<file path="config.mk">
export PLATFORM = sky130hd
export DESIGN_NAME = alu
export DESIGN_NICKNAME = d
export VERILOG_FILES = /design/src/rtl/alu_pkg.sv /design/src/rtl/alu_nzp_gen.sv /design/src/rtl/alu.sv
export SDC_FILE = /design/constraint.sdc
export NUM_CORES = 1
export LEC_CHECK = 0
export CAP_MARGIN = 30
export CORE_UTILIZATION = 44
export CTS_BUF_LIST = sky130_fd_sc_hd__clkbuf_8
export DETAILED_ROUTE_END_ITERATION = 10
export PLACE_DENSITY = 0.89
export SKIP_CTS_REPAIR_TIMING = 1
export SLEW_MARGIN = 20
export SYNTH_ARGS = -nofsm -noshare
export SYNTH_HDL_FRONTEND = slang
export SYNTH_SLANG_ARGS = --single-unit
export TNS_END_PERCENT = 1
</file>
<file path="constraint.sdc">
create_clock -name clk -period 1 [get_ports clk]
set_input_delay 0.3 -clock clk [delete_from_list [all_inputs] [get_ports clk]]
set_output_delay 0.3 -clock clk [all_outputs]
set_load 0.01 [all_outputs]
</file>
<file path="src/rtl/alu_pkg.sv">
// Shared constants and types for the LC-3 datapath ALU and its condition-code logic.
package alu_pkg;

    localparam logic [3:0] OP_ADD = 4'b0001;
    localparam logic [3:0] OP_AND = 4'b0101;
    localparam logic [3:0] OP_NOT = 4'b1001;

    localparam logic [2:0] NZP_N     = 3'b100;
    localparam logic [2:0] NZP_Z     = 3'b010;
    localparam logic [2:0] NZP_P     = 3'b001;
    localparam logic [2:0] NZP_RESET = NZP_Z;

    typedef enum logic [1:0] {
        ALU_NOP,
        ALU_ADD,
        ALU_AND,
        ALU_NOT
    } alu_op_e;

    // Anything outside the three operate opcodes leaves the result registers untouched.
    function automatic alu_op_e decode_op(input logic [3:0] opcode);
        case (opcode)
            OP_ADD:  return ALU_ADD;
            OP_AND:  return ALU_AND;
            OP_NOT:  return ALU_NOT;
            default: return ALU_NOP;
        endcase
    endfunction

endpackage

</file>
<file path="src/rtl/alu_nzp_gen.sv">
// Combinational one-hot N/Z/P generator for a two's-complement value.
// Shared by the ALU and the load-path condition-code logic.
module alu_nzp_gen
    import alu_pkg::*;
#(
    parameter int WIDTH = 16
) (
    input  logic [WIDTH-1:0] i_value,
    output logic [2:0]       o_nzp
);

    logic w_is_neg;
    logic w_is_zero;

    assign w_is_neg  = i_value[WIDTH-1];
    assign w_is_zero = (i_value == '0);

    // Sign test first so the result is always exactly one-hot.
    assign o_nzp = w_is_neg  ? NZP_N :
                   w_is_zero ? NZP_Z :
                               NZP_P;

endmodule

</file>
<file path="src/rtl/alu.sv">
// LC-3 ADD/AND/NOT ALU with registered result and one-hot condition code.
// Define ALU_OVF_EN to add a registered signed-overflow output (ovf).
module alu
    import alu_pkg::*;
#(
    parameter int WIDTH = 16
) (
    input  logic             clk,
    input  logic             rst_n,
    input  logic [WIDTH-1:0] a,
    input  logic [WIDTH-1:0] b,
    input  logic [3:0]       opcode,
    output logic [WIDTH-1:0] out,
    output logic [2:0]       nzp
`ifdef ALU_OVF_EN
    ,
    output logic             ovf
`endif
);

    alu_op_e          w_op;
    logic [WIDTH-1:0] w_result;
    logic             w_load;
    logic [2:0]       w_nzp;

    logic [WIDTH-1:0] r_out;
    logic [2:0]       r_nzp;

    assign w_op = decode_op(opcode);

    always_comb begin
        // NOTE: every output of this block is defaulted first so no latch is inferred.
        w_result = '0;
        w_load   = 1'b0;
        case (w_op)
            ALU_ADD: begin
                w_result = a + b;
                w_load   = 1'b1;
            end
            ALU_AND: begin
                w_result = a & b;
                w_load   = 1'b1;
            end
            ALU_NOT: begin
                w_result = ~a;
                w_load   = 1'b1;
            end
            default: begin
                w_result = '0;
                w_load   = 1'b0;
            end
        endcase
    end

    alu_nzp_gen #(
        .WIDTH (WIDTH)
    ) u_nzp_gen (
        .i_value (w_result),
        .o_nzp   (w_nzp)
    );

    // NOTE: state is written with non-blocking assignments only.
    always_ff @(posedge clk or negedge rst_n) begin
        if (!rst_n) begin
            r_out <= '0;
            r_nzp <= NZP_RESET;
        end else if (w_load) begin
            r_out <= w_result;
            r_nzp <= w_nzp;
        end
    end

    assign out = r_out;
    assign nzp = r_nzp;

`ifdef ALU_OVF_EN
    logic w_add_ovf;
    logic r_ovf;

    // Same-sign operands producing a result of the other sign.
    assign w_add_ovf = (a[WIDTH-1] == b[WIDTH-1]) && (w_result[WIDTH-1] != a[WIDTH-1]);

    always_ff @(posedge clk or negedge rst_n) begin
        if (!rst_n) begin
            r_ovf <= 1'b0;
        end else if (w_load) begin
            r_ovf <= (w_op == ALU_ADD) ? w_add_ovf : 1'b0;
        end
    end

    assign ovf = r_ovf;
`endif

endmodule

</file>
==> results_dict.tcl <==
set metrics [dict create \
    synth-seq-area-share_pct 24.0 \
    dieArea_um2 4540 \
    max_freq_ghz 0.378 \
    cts_tree "yes" \
    synth_mux_area_share_pct 2.19 \
    synth_nets 285 \
    post-place-cells 397 \
    routedWlPerCell_um 20.8 \
    portBuffers 56 \
    clock_sinks 18 \
    hold_path_class "in -> async" \
    finalPower_mw 3.55 \
    drt_iter0_markers 458 \
    maxCapViolations 0 \
    vias_per_cell 6.56 \
    peakVddDrop_mv 0.912 \
    fp.dieW_um 67.4 \
    r2r_end "out[13]" \
    insertion_delay_ns 0.25 \
    setup_violations 37 \
    leakage_nw 1.75 \
    clock-skew-final_ns 0 \
    failed_checks "negative setup slack" \
    dp_hpwl_um 5120 \
    antenna_found_initial 0 \
    path_class "in -> reg" \
    synth_compound_gate_area_share_pct 31.2 \
    drtAntennaViolNets 0 \
    htree_num_levels 1 \
    dpl_worst_slack_ns -2.36 \
    p_sw_share_pct 36.9 \
    clock_power_share_pct 17.1 \
    finalHoldViolations 0 \
    reg2reg_slack_ns -0.46 \
    finalMaxSlewViolations 0 \
    synthAdderAreaFrac_pct 11.7 \
    num_vias 2678 \
    endpoint_kind "register" \
    synthesis.area_per_instance_um2 8.18 \
    finalWorstSetupSlack_ns -1.65 \
    path_max_fanout 2 \
    critPathMaxStageDelay_ns 0.44 \
    reg2regPathDepth 5 \
    tns_ns -19.32 \
    period_minus_slack_ns 2.65 \
    ys.flop_type "dfrtp_1" \
    clkTransAtPathRegs_ns 0.07 \
    yosysUniqueCellTypes 59 \
    synth_area_leaders "dfrtp_1 23%, ha_1 11%, nand2_1 6.0%" \
    core_um2 4060 \
    synth_edf_count 0 \
    grt_pass1_wl_um 10200 \
    ios 57 \
    drtPass1Iterations 7 \
    drt-total-wl_um 8470 \
    track_usage_pct 29.4 \
    synth_top_family_by_area "compound AO/OA/AOI/OAI gates" \
    cts-root-buf "clkbuf_8" \
    seqPwrFrac_pct 27.3 \
    stdcell_count 408 \
    fin_hold_ws_ns 0.369 \
    cpMaxStageDelayCell "a2111o_1" \
    rows 23 \
    powerDensity_nw_per_um2 1040 \
    grt_setup_unrepaired "yes" \
    worst_pin_slew_ns 0.431 \
    grt_pass1_vias 2311 \
    die_h_um 67.4 \
    numCtsBuffers 3 \
    yosysWarningCount 0 \
    area_growth_pct 82.2 \
    synth-simple-area-share_pct 22.6 \
    synth_xor_area_share_pct 3.72 \
    status "complete, but fails checks" \
    clk_path_buf_depth 2 \
    grt_max_degree 19 \
    power.net_switching_mw 1.31 \
    drc 0 \
    maxSlewHeadroom_pct 71.3 \
    cp.required_ns 1.13 \
    synth_top_area_share_pct 22.6 \
    syn-cell-area_um2 1880 \
    layout-drive-gt1-share_pct 45.3 \
    finalWeightedCongestion 0.930 \
    cp-start-kind "input port" \
    diodes 0 \
    async_reset_ff_share_pct 100 \
    nets 414 \
    yosysTopAreaCell "dfrtp_1" \
    fillerInstances 200 \
    path_cells "buf_8 > ha_4 > fa_2 > a21oi_4 > o211ai_2 > a311o_1 > or2_0 > a211o_1 > a2111o_1 > nor4_4 > nor2_1" \
    overflow 0 \
    synthCells 230 \
    internal_power_mw 2.24 \
    ys_seq_elements 18 \
    arrival_ns 2.78 \
    r2r_start "out[13]" \
    fin_crit_sh_pct 265 \
    start_util_pct 46.4 \
    pwr-share-comb_pct 55.6 \
]
flip-flops by register name (all words and copies together) (netlist names):
signal	count
out	16
nzp	2
cell families (layout without fill, tap and decap cells):
group / after synthesis / count (layout)
XOR/XNOR: 8 / 8
flip-flops: 18 / 18
AND/OR/NAND/NOR: 83 / 83
adder cells (fa/ha/maj): 17 / 17
buffers and inverters: 17 / 145
AO/OA/AOI/OAI: 83 / 83
multiplexers: 4 / 4
power by group through the flow:
stage	Sequential (mW)	Combinational (mW)	Clock (mW)
final	0.970	1.98	0.609
after global routing	0.979	2.08	0.641
after CTS	0.960	1.77	0.604
after detailed placement	0.974	1.75	0
after global placement	0.970	1.69	0
after floorplan	1.04	0.698	0
Yosys cell counts, drive strengths merged (3+ instances only):
cell type,instances
nand2b,3
xnor2,3
ha,16
or3,3
nand3b,4
nand2,30
nor3,6
buf,5
a22oi,3
nor2,10
o21ai,17
dfrtp,17
mux2i,3
xor2,5
and4,3
a21o,12
a31oi,4
o211ai,6
o31ai,3
nand3,11
a21oi,18
clkbuf,11
metrics by stage:
step                cell area (µm²)  util (%)
floorplan                      1890         -
global placement               3020      74.4
detailed placement             3020      74.4
CTS                            3070      75.7
global route                   3430      84.5
finish                         3430      84.5
critical path: cells and delay by family:
family | cells | cell delay (ns)
buffers and inverters | 1 | 0.10
AO/OA/AOI/OAI | 5 | 1.34
AND/OR/NAND/NOR | 3 | 0.51
adder cells (fa/ha/maj) | 2 | 0.53
cells in the final DEF (no fill, tap or decap), types with 11 or more instances in the layout:
master / instances
ha_4: 15
dlymetal6s2s_1: 25
nand2_1: 27
clkbuf_2: 19
o21ai_0: 13
buf_4: 80
a21o_1: 11
nand3_1: 11
dfrtp_1: 17
area by class of cell:
type,instances,area (µm²),area share (%)
Multi-Input combinational cell,195,1670,48.7
Sequential cell,18,452,13.2
Tap cell,50,62.6,1.82
Clock buffer,4,55.1,1.61
Inverter,1,3.75,0.109
Timing Repair Buffer,140,1180,34.5
worst max path at each step:
stage / start / end / depth (start not counted)
floorplan: a[0] / nzp[0] / 10
CTS: a[0] / nzp[0] / 11
global placement: a[0] / nzp[0] / 11
finish: a[0] / nzp[0] / 11
detailed placement: a[0] / nzp[0] / 11
global route: a[0] / nzp[0] / 11
layer usage:
layer / global-route usage [%] / part of all wire (%) / vias up
li1: - / - / 1135
met1: 35.9 / 38 / 1260
met2: 49.8 / 47 / 214
met3: 4.56 / 7.9 / 69
met4: 15.2 / 6.9 / 0
met5: 0 / 0 / -
No activity file was read; power rests on OpenSTA's default activity.
==> RTL change 1 (same settings) <==
Build with the macro `ALU_OVF_EN` defined.
--- a/src/rtl/alu.sv
+++ b/src/rtl/alu.sv
@@ -1,5 +1,7 @@
 // LC-3 ADD/AND/NOT ALU with registered result and one-hot condition code.
 // Define ALU_OVF_EN to add a registered signed-overflow output (ovf).
+`define ALU_OVF_EN
+
 module alu
     import alu_pkg::*;
 #(
Behaviour (old outputs only; new: ovf): unchanged (Yosys induction, for registers that start in step).
==> RTL change 1 against the unedited design <==
The flow still finishes with violations (negative setup slack); sequential power up 4%; wire length up 14%; synthesized cell count up 5.2%; cell area up 5.9%; area after synthesis up 3.1%; critical path depth unchanged; fmax up 7.0%; sequential cell count up 1; power up 3.0%; clock skew unchanged; setup slack better by 0.17 ns; critical endpoint unchanged.
==> RTL change 1: results (changes against the unedited design) <==
metric	value	unit	change
status	finished with violations		unchanged
failing checks	negative setup slack		unchanged
sequential share of cell area	0.131		was 0.132
Global Route met3 Usage	0.0533		was 0.0456
bufs w/o clock	152		was 140
number of global-route vias before repair	2523		was 2,311
Tot GR Track Use	0.337		was 0.294
nets@finish	443		was 414
Int Pwr	2.26	mW	was 2.24 mW
Setup WS pre-CTS	-2.16	ns	was -2.36 ns
DR pass1 iterations	5		was 7
largest net degree at the start of global routing	20		was 19
LEAKAGE	1.83	nW	was 1.75 nW
number of non-clock inverters	3		was 1
DRT iter0 DRCs	399		was 458
Clock buffer cells	3		was 4
met2 Use GR	0.570		was 0.498
Synth top cells by count	44 x nand2_1, 18 x dfrtp_1, 17 x a21oi_1, 17 x o21ai_0, 16 x ha_1		was 30 x nand2_1, 17 x dfrtp_1, 17 x o21ai_0, 16 x ha_1, 15 x a21oi_1
Clock-cell share	0.0124		was 0.0161
Area contributors post-synth	dfrtp_1 23%, ha_1 10%, nand2_1 8.5%		was dfrtp_1 23%, ha_1 11%, nand2_1 6.0%
Placed Cells incl. Taps	424		was 397
relative slew slack	0.751		was 0.713
utilization after layout	0.882		was 0.845
Met2 Wirelength	4510	um	was 3970 um
min setup slack post-route	-1.47	ns	was -1.65 ns
DPL Wire Length	5790	um	was 5120 um
DP Area	3270	um^2	was 3020 um^2
Placer Congestion	1.04		was 0.930
Syn Area/Cell	8.01	um^2	was 8.18 um^2
# port buffers	57		was 56
Met3 Wirelength	933	um	was 673 um
TNS Setup	-20.59	ns	was -19.32 ns
final setup vio count	39		was 37
Metal-1 WL	3530	um	was 3240 um
sequential area share after synthesis	0.246		was 0.240
M1 GR Usage	0.386		was 0.359
area of the multi-input gates	1800	um^2	was 1670 um^2
Ys Warns	0		unchanged
Routed Wire Length	9680	um	was 8470 um
layout cells sized above 1	0.499		was 0.453
comb_multi_in	209		was 195
sequential power share	0.276		was 0.273
Non-clock buffer share	0.341		was 0.345
vias per inst	6.74		was 6.56
Layout fillers	193		was 200
CP arrival	2.62	ns	was 2.78 ns
Critical Path Fanout Max	5		was 2
DR vias	2945		was 2,678
peak supply drop	0.539	mV	was 0.912 mV
Sink Count	19		was 18
Net Count, Synth	297		was 285
clock-net power	0.529	mW	was 0.609 mW
[RTL change 1: worst max-delay path: stages]
cell,delay (ns)
clkdlybuf4s50_1,0.44
ha_2,0.22
buf_4,0.16
nor2_2,0.15
buf_4,0.13
nor2_2,0.04
o2111a_2,0.20
or3_4,0.41
a311oi_2,0.20
nand4b_1,0.17
and3b_1,0.21
[RTL change 1: cell families after synthesis]
group	after synthesis	synth area share
fa+ha+maj	17	0.114
simple gates	99	0.263
compound gates	84	0.305
flops	19	0.246
mux	4	0.0213
buf+inv	14	0.0297
xor+xnor	5	0.0226
[RTL change 1: final timing paths]
path,end,start,cells past startpoint,slack (ns)
worst max-delay path,nzp[0],b[10],11,-1.47
worst min-delay path,out[1],rst_n,2,0.38
worst max register to register,out[4],out[4],5,-0.07
worst min register to register,out[6],out[6],2,0.49
max in group asynchronous,nzp[1],rst_n,2,0.40
min in group clk,out[4],a[4],4,0.44
==> RTL change 2 (config.mk and constraints unchanged) <==
Made on the original files. Register the input `opcode` before use, cleared by the reset. The logic sees it one clock later. The other inputs are not delayed to match.
--- a/src/rtl/alu.sv
+++ b/src/rtl/alu.sv
@@ -18,6 +18,16 @@
 `endif
 );
 
+    logic [3:0] opcode_q;
+
+    always_ff @(posedge clk or negedge rst_n) begin
+        if (!rst_n) begin
+            opcode_q <= '0;
+        end else begin
+            opcode_q <= opcode;
+        end
+    end
+
     alu_op_e          w_op;
     logic [WIDTH-1:0] w_result;
     logic             w_load;
@@ -26,7 +36,7 @@
     logic [WIDTH-1:0] r_out;
     logic [2:0]       r_nzp;
 
-    assign w_op = decode_op(opcode);
+    assign w_op = decode_op(opcode_q);
 
     always_comb begin
         // NOTE: every output of this block is defaulted first so no latch is inferred.
Formal check against the unedited RTL: not equivalent (a bounded check fails within 4 cycles, from zero or initial values and one cycle with rst_n low).
==> RTL change 2 against the unedited design <==
Largest cell class unchanged; critical path depth rose by 1; synthesized cell count rose by 3.5%; critical endpoint unchanged; the run still ends with negative setup slack left; setup slack improved by 0.10 ns; cell count rose by 4.2%; core utilization rose by 1.2 points; sequential power rose by 19%; largest power group unchanged; wire length rose by 6.7%; cell area rose by 2.9%; critical path type unchanged; area after synthesis rose by 3.1%; clock skew rose by 0.0045 ns; sequential cell count rose by 4; power rose by 7.0%.
==> RTL change 2: results (changes against the unedited design) <==
metric	value	unit	change
sequential share of cell area	0.156		was 0.132
largest net degree at the start of global routing	23		was 19
Clock-cell share	0.0128		was 0.0161
clock skew	0.00446	ns	was 0 ns
Die Wd	68.4	um	was 67.4 um
Layout fillers	203		was 200
utilization after layout	0.857		was 0.845
H-tree levels	1		unchanged
layout cells sized above 1	0.456		was 0.453
top_reg_cell synth	dfrtp_1		unchanged
Worst-path clk slew	0.08	ns	
Longest Clk Path Bufs	2		unchanged
Critical Path Fanout Max	3		was 2
status	finished with violations		unchanged
max reg flops	16		unchanged
Skew-Pair Late Insertion Delay	0.27	ns	was 0.25 ns
multi-input combinational area share	0.467		was 0.487
Slew @ Worst Pin	0.558	ns	was 0.431 ns
Worst Hold Class	input port to asynchronous set/reset pin		unchanged
number of global-route vias before repair	2631		was 2,311
Syn Area/Cell	8.15	um^2	was 8.18 um^2
vias per inst	6.54		was 6.56
Tot GR Track Use	0.347		was 0.294
Routed Wire Length	9040	um	was 8470 um
Non-clock buffer share	0.344		was 0.345
DR pass1 iterations	5		was 7
TNS Setup	-17.76	ns	was -19.32 ns
DP Area	3200	um^2	was 3020 um^2
nets@finish	431		was 414
Routed WL per cell	21.3	um	was 20.8 um
post-route ant nets	0		unchanged
final setup vio count	37		unchanged
global-route wire length before repair	12000	um	was 10,200 um
# port buffers	56		unchanged
peak supply drop	1.02	mV	was 0.912 mV
LEAKAGE	1.73	nW	was 1.75 nW
bufs w/o clock	145		was 140
ys async rst share	1.00		unchanged
sequential area share after synthesis	0.284		was 0.240
Synth top cells by count	36 x nand2_1, 23 x a21oi_1, 21 x dfrtp_1, 16 x ha_1		was 30 x nand2_1, 17 x dfrtp_1, 17 x o21ai_0, 16 x ha_1, 15 x a21oi_1
number of non-clock inverters	2		was 1
Net Count, Synth	293		was 285
min setup slack post-route	-1.55	ns	was -1.65 ns
Netlist cell types	52		was 59
Setup WS pre-CTS	-2.21	ns	was -2.36 ns
DPL Wire Length	5960	um	was 5120 um
Area contributors post-synth	dfrtp_1 27%, ha_1 10%, nand2_1 7.0%		was dfrtp_1 23%, ha_1 11%, nand2_1 6.0%
Placed Cells incl. Taps	415		was 397
failing checks	negative setup slack		unchanged
Clock buffer cells	3		was 4
comb_multi_in	202		was 195
register bit total from synthesis	22		was 18
Placer Congestion	1.02		was 0.930
DRT iter0 DRCs	339		was 458
RTL change 2: critical path, stage by stage:
cell      delay [ns]
buf_8           0.10
ha_4            0.17
fa_2            0.38
buf_4           0.17
xnor2_2         0.17
nor2_1          0.06
a21oi_1         0.15
o22ai_1         0.15
nor3_1          0.21
nand4b_1        0.15
or4_4           0.52
a21boi_2        0.17
RTL change 2: worst paths after layout:
path | startpoint | end | slack [ns] | cells past startpoint
max reg2reg | opcode_q[2] | nzp[0] | -1.32 | 8
min reg2reg | out[13] | out[13] | 0.49 | 1
min in group clk | opcode[1] | opcode_q[1] | 0.47 | 1
max in group asynchronous | rst_n | nzp[1] | 0.41 | 2
max | a[0] | nzp[0] | -1.55 | 12
min | rst_n | out[10] | 0.37 | 2
RTL change 2: layer usage:
| layer | wire length, um | up-vias | global-route usage |
|---|---|---|---|
| met3 | 816 | 85 | 0.0800 |
| met5 | 0 | - | 0 |
| met4 | 713 | 0 | 0.193 |
| met2 | 4230 | 234 | 0.603 |
| met1 | 3280 | 1293 | 0.387 |
| li1 | - | 1169 | - |
RTL change 2: logic make-up (layout without fill, tap and decap cells):
kind of cell | after synthesis | after routing | share of synthesized area
AOI/OAI and AO/OA | 92 | 92 | 0.315
and+or+nand+nor | 80 | 80 | 0.193
DFF | 22 | 22 | 0.284
adders and majority gates | 17 | 17 | 0.113
buffers and inverters | 14 | 151 | 0.0335
xor gates and xnor gates | 11 | 11 | 0.0496
muxes | 2 | 2 | 0.0103
RTL change 2: power breakdown:
group | leakage [nW] | switching, mW | internal, mW
Sequential | 0.267 | 0.102 | 1.05
Clock | 0.0269 | 0.298 | 0.274
Combinational | 1.44 | 1.03 | 1.06
Total | 1.73 | 1.43 | 2.38
